[src/rtl/if_fetch_stage_pkg.sv]
// Shared types for the IF stage: FSM states, reset PC and the buffered fetch entry.
// Imported by the fetch top and its one-entry fetch buffer.
package if_fetch_stage_pkg;

   localparam logic [31:0] RESET_PC_DEFAULT = 32'h0000_3000;
   localparam logic [31:0] NOP_INSTR        = 32'h0000_0000;

   typedef enum logic [1:0] {
      S_REQ  = 2'd0,
      S_HOLD = 2'd1,
      S_DROP = 2'd2
   } fetch_state_t;

   typedef struct packed {
      logic [31:0] pc;
      logic [31:0] instr;
   } fetch_entry_t;

   // HOLD is the only state that keeps the memory request low.
   function automatic logic state_requests(fetch_state_t s);
      return (s != S_HOLD);
   endfunction

endpackage

[src/rtl/if_fetch_buf.sv]
// One-entry {pc, instr} holding register for a fetch that retired under a stall.
// Load wins over clear; contents are visible the cycle after load, no backpressure of its own.
module if_fetch_buf
   import if_fetch_stage_pkg::*;
(
   input  logic        clk,
   input  logic        rst,
   input  logic        load,
   input  logic        clear,
   input  logic [31:0] load_pc,
   input  logic [31:0] load_instr,
   output logic        buf_vld,
   output logic [31:0] buf_pc,
   output logic [31:0] buf_instr
);

   fetch_entry_t ent_q;
   logic         vld_q;

   always_ff @(posedge clk) begin
      if (rst) begin
         vld_q <= 1'b0;
         ent_q <= '0;
      end else if (load) begin
         vld_q       <= 1'b1;
         ent_q.pc    <= load_pc;
         ent_q.instr <= load_instr;
      end else if (clear) begin
         vld_q <= 1'b0;
      end
   end

   assign buf_vld   = vld_q;
   assign buf_pc    = ent_q.pc;
   assign buf_instr = ent_q.instr;

endmodule

[src/rtl/if_fetch_stage.sv]
// MIPS IF stage: PC register, imem request handshake and IF/ID register; 1-cycle fetch-to-ID latency.
// Stalls park a retired fetch in a one-entry buffer (request dropped); flushes mid-access drain the old request first.
module if_fetch_stage
   import if_fetch_stage_pkg::*;
#(
   parameter logic [31:0] RESET_PC = RESET_PC_DEFAULT
)
(
   input  logic        clk,
   input  logic        rst,
   input  logic        stall,
   input  logic        flush,
   input  logic [31:0] new_pc,
   output logic [31:0] if_pc,
   output logic        imem_req,
   output logic [31:0] imem_addr,
   input  logic        imem_ready,
   input  logic [31:0] imem_rdata,
   output logic [31:0] id_pc,
   output logic [31:0] id_instr,
   output logic        id_valid
);

   fetch_state_t state_q, state_d;

   logic [31:0] pc_q;
   logic [31:0] redir_q;
   logic [31:0] pc_nxt;
   logic        retire;

   logic        pc_ld;
   logic        pc_from_redir;
   logic        redir_ld;
   logic        id_ld_mem;
   logic        id_ld_buf;
   logic        id_bubble;
   logic        buf_ld;
   logic        buf_clr;

   logic        buf_vld;
   logic [31:0] buf_pc;
   logic [31:0] buf_instr;

   assign imem_req  = state_requests(state_q) && !rst;
   assign retire    = imem_req && imem_ready;
   assign if_pc     = pc_q;
   // In DROP pc_q still holds the abandoned address, so the address stays stable for the handshake.
   assign imem_addr = pc_q;
   assign pc_nxt    = pc_from_redir ? redir_q : new_pc;

   always_ff @(posedge clk) begin
      if (rst) begin
         state_q <= S_REQ;
      end else begin
         state_q <= state_d;
      end
   end

   always_comb begin
      state_d       = state_q;
      pc_ld         = 1'b0;
      pc_from_redir = 1'b0;
      redir_ld      = 1'b0;
      id_ld_mem     = 1'b0;
      id_ld_buf     = 1'b0;
      id_bubble     = 1'b0;
      buf_ld        = 1'b0;
      buf_clr       = 1'b0;

      case (state_q)
         S_REQ: begin
            if (flush) begin
               id_bubble = 1'b1;
               if (retire) begin
                  pc_ld = 1'b1;
               end else begin
                  redir_ld = 1'b1;
                  state_d  = S_DROP;
               end
            end else if (stall) begin
               if (retire) begin
                  buf_ld  = 1'b1;
                  state_d = S_HOLD;
               end
            end else if (retire) begin
               id_ld_mem = 1'b1;
               pc_ld     = 1'b1;
            end else begin
               id_bubble = 1'b1;
            end
         end

         S_HOLD: begin
            if (flush) begin
               buf_clr   = 1'b1;
               id_bubble = 1'b1;
               pc_ld     = 1'b1;
               state_d   = S_REQ;
            end else if (!stall) begin
               id_ld_buf = 1'b1;
               buf_clr   = 1'b1;
               pc_ld     = 1'b1;
               state_d   = S_REQ;
            end
         end

         S_DROP: begin
            id_bubble = 1'b1;
            if (flush) begin
               redir_ld = 1'b1;
            end
            // A flush landing on the retiring cycle is the newest target, so it bypasses redir_q.
            if (retire) begin
               pc_ld         = 1'b1;
               pc_from_redir = !flush;
               state_d       = S_REQ;
            end
         end

         default: begin
            state_d = S_REQ;
         end
      endcase
   end

   always_ff @(posedge clk) begin
      if (rst) begin
         pc_q     <= RESET_PC;
         redir_q  <= RESET_PC;
         id_pc    <= 32'h0;
         id_instr <= NOP_INSTR;
         id_valid <= 1'b0;
      end else begin
         if (pc_ld) begin
            pc_q <= pc_nxt;
         end
         if (redir_ld) begin
            redir_q <= new_pc;
         end
         if (id_ld_mem) begin
            id_pc    <= pc_q;
            id_instr <= imem_rdata;
            id_valid <= 1'b1;
         end else if (id_ld_buf) begin
            id_pc    <= buf_pc;
            id_instr <= buf_instr;
            id_valid <= buf_vld;
         end else if (id_bubble) begin
            id_valid <= 1'b0;
         end
      end
   end

   if_fetch_buf u_fetch_buf (
      .clk        (clk),
      .rst        (rst),
      .load       (buf_ld),
      .clear      (buf_clr),
      .load_pc    (pc_q),
      .load_instr (imem_rdata),
      .buf_vld    (buf_vld),
      .buf_pc     (buf_pc),
      .buf_instr  (buf_instr)
   );

endmodule

[config.mk]
export PLATFORM = sky130hd
export DESIGN_NAME = if_fetch_stage
export DESIGN_NICKNAME = d
export VERILOG_FILES = /design/src/rtl/if_fetch_stage_pkg.sv /design/src/rtl/if_fetch_buf.sv /design/src/rtl/if_fetch_stage.sv
export SDC_FILE = /design/constraint.sdc
export NUM_CORES = 1
export LEC_CHECK = 0
export BUFFER_PORTS_ARGS = -buffer_cell sky130_fd_sc_hd__buf_4
export CORE_ASPECT_RATIO = 1.5
export CORE_MARGIN = 5
export CORE_UTILIZATION = 57
export DETAILED_ROUTE_END_ITERATION = 12
export HOLD_SLACK_MARGIN = 0.02
export PLACE_DENSITY = 0.85
export SKIP_CTS_REPAIR_TIMING = 1
export SLEW_MARGIN = 20
export SYNTH_ARGS = -nofsm -noshare
export SYNTH_HDL_FRONTEND = slang
export SYNTH_HIERARCHICAL = 1
export SYNTH_SLANG_ARGS = --single-unit
[constraint.sdc]
create_clock -name clk -period 3.4 [get_ports clk]
set_clock_uncertainty 0.05 [all_clocks]
set_input_delay 0 -clock clk [delete_from_list [all_inputs] [get_ports clk]]
set_output_delay 0 -clock clk [all_outputs]
set_load 0.02 [all_outputs]
Yosys cells after proc, flatten, opt, wreduce, memory -nomap -nowiden --
Index checks and enable logic that the tools add are counted.
Storage, ports and cells: output and inout bits 130, input bits 69, word-level logic and storage cells 67, bits in registers 196
Operators by class: equal/unequal tests 8, reductions and logical operators 9, mux-type cells 41
Operators by type and width (number):
- 32-bit two-way mux | 5
- 1-bit two-way mux | 25
- 2-bit two-way mux | 7
- 3-bit != test (second input constant) | 4
- 1-bit case mux with 3 select lines | 2
- 2-bit case mux with 3 select lines | 1
- 5-bit AND reduction | 1
- 2-bit nonzero test | 2
- 3-bit nonzero test | 1
- 2-bit by 1-bit == test with 1-bit output (second input constant) | 1
- 2-bit == test (second input constant) | 1
- 1-bit logical AND | 2
- 1-bit logical NOT | 2
- 2-bit logical NOT | 1
- 2-bit by 1-bit != test with 1-bit output (second input constant) | 1
- 2-bit != test (second input constant) | 1
- 1-bit case mux with 2 select lines | 1

Depth between registers and ports, before layout --
depth after elaboration 10, depth in mapped cells 7

By module --
Netlist, hierarchy kept.
Modules (own cells, without submodules):
- if_fetch_stage | area each 5541.6 sq um, sequential area each 2622.5 sq um, cells each 626, times used 1
- if_fetch_buf | area each 2344.7 sq um, sequential area each 1301.2 sq um, cells each 210, times used 1

Worst setup path after synthesis --
No wires, ideal clock.
path type reg-to-reg, from register state_q[1], to register u_fetch_buf.ent_q (netlist bit u_fetch_buf/buf_pc[12]), cell stages (with the launch flop) 8, data arrival time 1.564 ns, slack 1.658 ns, clock period less this slack 1.742 ns, data required time 3.222 ns, path buffers 3, cell sequence dfxtp_1 > buf_2 > or3b_1 > nor2_1 > buf_6 > buf_12 > mux2i_1 > nor2_1
Between the ends: longest elaborated chain between the ends 7, elaborated cells between the ends (all ways) 8, classes of those cells eq/ne: 1; mux: 4; reduce/logical: 3
Ends and longest elaborated chain:
- start: declaration | line if_fetch_stage.sv:24 | fetch_state_t state_q, state_d;
- start signal: assignment | line if_fetch_stage.sv:55 | state_q <= state_d;
- 2-bit by 1-bit != test with 1-bit output | line if_fetch_stage_pkg.sv:21 | return (s != S_HOLD);
- 1-bit logical AND | line if_fetch_stage.sv:44 | assign imem_req = state_requests(state_q) && !rst;
- 1-bit logical AND | line if_fetch_stage.sv:45 | assign retire = imem_req && imem_ready;
- 1-bit two-way mux | line if_fetch_stage.sv:81 | if (retire) begin
- 1-bit two-way mux | line if_fetch_stage.sv:80 | end else if (stall) begin
- 1-bit two-way mux | line if_fetch_stage.sv:72 | if (flush) begin
- 1-bit two-way mux * | line if_fetch_stage.sv:70 | case (state_q)
- named net buf_ld | line if_fetch_stage.sv:37 | logic buf_ld;
- end: declaration | line if_fetch_buf.sv:17 | fetch_entry_t ent_q;
Mark *: on every way through the listed nets, which the timed path passes. The rest lies on a longest branch. A chain may end at the register's enable or synchronous reset.

Final worst setup path --
from input port rst, to register id_instr[9]
Between the ends: longest elaborated chain between the ends 8, elaborated cells between the ends (all ways) 9, classes of those cells mux: 5; reduce/logical: 4
Ends and longest elaborated chain:
- start: declaration | line if_fetch_stage.sv:10 | input logic rst,
- 1-bit logical NOT | line if_fetch_stage.sv:44
- 1-bit logical AND | line if_fetch_stage.sv:44
- 1-bit logical AND | line if_fetch_stage.sv:45
- 1-bit two-way mux | line if_fetch_stage.sv:85 | end else if (retire) begin
- 1-bit two-way mux | line if_fetch_stage.sv:80
- 1-bit two-way mux | line if_fetch_stage.sv:72
- 1-bit two-way mux | line if_fetch_stage.sv:70
- 32-bit two-way mux or 2-bit nonzero test (tied branches)
- end signal: assignment | line if_fetch_stage.sv:142 | id_instr <= imem_rdata;
- end signal: assignment | line if_fetch_stage.sv:146 | id_instr <= buf_instr;
- end: declaration | line if_fetch_stage.sv:20 | output logic [31:0] id_instr,
Parallel ways exist; a longest one is shown, timed or not.

==> results by group <==
STA
  – Remaining max-slew budget at the tightest pin: 0.4419
  – Final max-slew violation count: 0
  – Worst hold slack: about 300 ps
  – Minimum clock period: ~2600 ps
  – Final setup violating endpoints: 0
  – Post-Route Setup TNS: 0 ps
  – Period Utilization, post-route: 0.7662
  – Final Hold Viols: 0
  – Max frequency: approximately 0.38 GHz
  – Transition time at the pin with the least slew margin: between 800 and 900 ps
  – Unrepaired setup endpoints after global routing: no

Die
  – Top Ports: 199
  – Placeable core region: 0.01353 mm2
  – Row cnt: 52
  – Initial Utilization: 0.5827
  – Die outline area: 0.01634 mm2
  – Floorplan die width: 106.0 um
  – Die extent in y: 154.1 um

Synthesis
  – Synthesized-area fraction occupied by xor and xnor cells: 0
  – Share of the synthesized area in the top cell type: 0.4975
  – Mux cell area share after synthesis: 0.1218
  – Adder and majority cell fraction of the synthesized area: 0
  – Cell type with the highest aggregate area in the netlist: sky130_fd_sc_hd__dfxtp_1
  – Post-synth design cell area: 0.007886 mm2
  – Syn avg cell area: around 9.4 um2
  – Combinational family with the most area after synthesis: compound AO/OA/AOI/OAI gates
  – Net count after synthesis: roughly 910
  – Number of library cell types mapped by synthesis: 32
  – Leading post-synthesis cells by cell area: sky130_fd_sc_hd__dfxtp_1 50%, sky130_fd_sc_hd__mux2i_1 12%, sky130_fd_sc_hd__a21oi_1 6.3%
  – Count of flip-flops with a built-in enable after synthesis: 0
  – Portion of the post-synthesis area used by sequential elements: 0.4975
  – Count of state elements after synthesis: about 200
  – Simple-gate share of the synthesized area: 0.1230
  – Synth warnings: 6
  – Post-synthesis async set-or-reset flop share: 0
  – Post-synthesis instance total: 836
  – Compound-gate portion of the synthesized area: 0.1771
  – Primary flip-flop cell chosen by synthesis mapping: sky130_fd_sc_hd__dfxtp_1

Final layout
  – Filler cell count in the final layout: ~890
  – Final standard cell area without fillers: 0.01042 mm2
  – Share of layout cells above drive strength 1: 0.2627
  – Ant diodes: 0
  – Final layout net count: 1103
  – Layout area overhead: 32.06%

Critical path
  – Reg2reg start: state_q[0]$_SDFFE_PP0P_
  – Path type of the worst setup path: input pin to flip-flop
  – Delay contributed by the slowest stage of the critical path: 750 ps
  – CP cell instances: dlygate4sd3_1 > buf_6 > nor3b_1 > and3_2 > buf_12 > a22oi_1 > a21oi_1
  – Critical Path Slowest Stage Cell: sky130_fd_sc_hd__and3_2
  – Path depth of the worst reg2reg path: 5
  – WP data arrival: 2870 ps
  – Worst setup SP type: input pin
  – Launch point of the worst path: rst
  – Flop2flop setup slack: 870 ps
  – Sort of element at the end of the critical path: flip-flop
  – Worst R2R End: id_instr[9]$_SDFFE_PP0P_
  – Worst-path maximum fanout: 70
  – Required time at the endpoint of the critical path: 3670 ps

Global route
  – Maximum number of pins on one net before global-route repair: 72
  – Total congestion overflow after global routing: 0
  – Initial antenna violation count: 0
  – First-pass GRT wire length: between 30000 and 40000 um
  – Number of global-route vias before repair: 6256
  – Overall fraction of global-route tracks in use: 0.2266

Clock tree
  – Count of clock tree sinks: between 150 and 200
  – Maximum clock insertion buffer count: 2
  – Number of H-tree levels: 4
  – Number of buffers created by CTS: 17
  – Cell at the root of the clock tree: sky130_fd_sc_hd__clkbuf_16
  – Clock tree from TritonCTS: built
  – Clock transition at the registers of the reported paths: ~70 ps
  – Clock latency of the later-clocked register in the worst-skew pair: 420 ps

Placed design
  – Weighted congestion at the end of routability-driven global placement: 0.7551
  – Detailed placement HPWL: 12150 um
  – Placed cell areas: just over 0.009 mm2
  – Buffers added on ports: 198

Detailed routing
  – Final routed wire length divided by cell count: 17.14 um
  – Average vias per placed instance: 5.616
  – Routed Antenna Nets: 0
  – Number of detailed-route iterations in the first pass: 5
  – DRC violation count after routing: 0
  – Via count: 6790
  – Routed Wire Length: 20720 um
  – DRC violation total after the first TritonRoute iteration: 340

Power
  – Maximum vdd drop: 477.8 uV
  – Areal power density over the cells: 495.1 mW/mm2
  – Leakage power total: 0.004232 uW

Outcome
  – Outcome: complete, no violations

Hold path
  – Class of the tightest hold or removal check: input pin to flip-flop
  – Beginning of the worst hold path: imem_ready
  – End point of the worst hold path: state_q[1]$_SDFFE_PP0P_
  – Worst hold stages: 3

Job
  – Count of max-cap constraint violations: 0
## layout make-up
| cell class | instances | area [um2] | share of cell area |
|---|---|---|---|
| flip-flops and latches | 196 | 3924 | 0.3767 |
| multi-input cells | 538 | 3368 | 0.3234 |
| repair buffers | 277 | 2291 | 0.2200 |
| clock buffers | 20 | 446.7 | 0.04289 |
| well taps | 162 | 202.7 | 0.01946 |
| clock inverters | 12 | 167.7 | 0.01610 |
| inverters | 4 | 15.01 | 0.001442 |
## how the worst max path moves through the flow
stage	depth (start not counted)	slack, ps	end
after floorplan	7	1660	u_fetch_buf/buf_pc[12]$_SDFFE_PP0P_
after global placement	5	1050	if_pc[28]$_SDFFE_PP0P_
after detailed placement	5	990	if_pc[29]$_SDFFE_PP0P_
after CTS	5	940	if_pc[15]$_SDFFE_PP0P_
after global routing	7	640	id_instr[9]$_SDFFE_PP0P_
final	7	790	id_instr[9]$_SDFFE_PP0P_
## cell usage after synthesis, types with 2 or more instances
master,instances
sky130_fd_sc_hd__a211oi_1,2
sky130_fd_sc_hd__a211oi_2,28
sky130_fd_sc_hd__a21oi_1,99
sky130_fd_sc_hd__a22oi_1,64
sky130_fd_sc_hd__buf_1,5
sky130_fd_sc_hd__buf_12,5
sky130_fd_sc_hd__buf_2,23
sky130_fd_sc_hd__buf_4,36
sky130_fd_sc_hd__clkbuf_1,28
sky130_fd_sc_hd__dfxtp_1,196
sky130_fd_sc_hd__inv_1,3
sky130_fd_sc_hd__mux2i_1,96
sky130_fd_sc_hd__nand2_1,128
sky130_fd_sc_hd__nand2b_1,3
sky130_fd_sc_hd__nand3b_1,2
sky130_fd_sc_hd__nor2_1,97
sky130_fd_sc_hd__nor2b_1,3
sky130_fd_sc_hd__nor3_1,3
sky130_fd_sc_hd__or3b_1,2
## worst max-delay path, delay by kind of cell
| kind | cells | cell delay, ps |
|---|---|---|
| simple gates | 2 | 1300 |
| compound gates | 2 | 420 |
| buf+inv | 3 | 1100 |
## through the flow
step                      instances    util  power, uW  setup slack (ps)
final                          1209  0.7696       5156             795.0
after global placement         1109  0.6739       3050              1052
after detailed placement       1109  0.6739       3062             985.1
after CTS                      1141  0.7193       5111             936.5
after global routing           1209  0.7696       5362             643.9
after floorplan                 836       -       2852              1658
## flip-flops by register name, indices dropped and copies added, names as in the netlist
register	flops
redir_q	32
u_fetch_buf/buf_instr	32
id_pc	32
state_q	2
id_instr	32
if_pc	32
id_valid	1
u_fetch_buf/buf_pc	32
u_fetch_buf/buf_vld	1
## placed cells by master, fill, tap and decap left out, types with 2 or more instances in the layout
master and n:
sky130_fd_sc_hd__dlygate4sd3_1 68, sky130_fd_sc_hd__buf_12 3, sky130_fd_sc_hd__nand2b_1 3, sky130_fd_sc_hd__a211oi_1 2, sky130_fd_sc_hd__clkinvlp_4 3, sky130_fd_sc_hd__or3b_1 2, sky130_fd_sc_hd__bufinv_16 3, sky130_fd_sc_hd__a22oi_1 64
sky130_fd_sc_hd__clkbuf_1 2, sky130_fd_sc_hd__clkbuf_16 17, sky130_fd_sc_hd__dfxtp_1 196, sky130_fd_sc_hd__a211oi_2 28, sky130_fd_sc_hd__nor2b_1 3, sky130_fd_sc_hd__nand2_1 128, sky130_fd_sc_hd__nor2_1 96, sky130_fd_sc_hd__nor3_1 3
sky130_fd_sc_hd__nand3b_1 2, sky130_fd_sc_hd__inv_1 3, sky130_fd_sc_hd__buf_4 205, sky130_fd_sc_hd__inv_6 4, sky130_fd_sc_hd__a21oi_1 99, sky130_fd_sc_hd__mux2i_1 96
## where the power goes
group | leakage [uW] | switching (uW) | internal (uW)
registers | 0.00159 | 71.9 | 2370
clock network | 0.000290 | 879 | 1190
logic | 0.00235 | 347 | 290
total | 0.00423 | 1300 | 3860
## per-layer routing
metal | up-vias | global-route usage | share of wire
li1 | 3251 | - | -
met1 | 3258 | 0.2657 | 0.39
met2 | 239 | 0.3926 | 0.52
met3 | 42 | 0.07047 | 0.067
met4 | 0 | 0.07346 | 0.021
met5 | - | 0 | 0
## logic make-up (layout without fill, tap and decap cells)
| family | count (synthesis) | after routing |
|---|---|---|
| DFF | 196 | 196 |
| muxes | 96 | 96 |
| buffers and inverters | 102 | 313 |
| AOI/OAI and AO/OA | 199 | 199 |
| and+or+nand+nor | 243 | 243 |
Note: power is estimated with default switching activity, not from simulation.
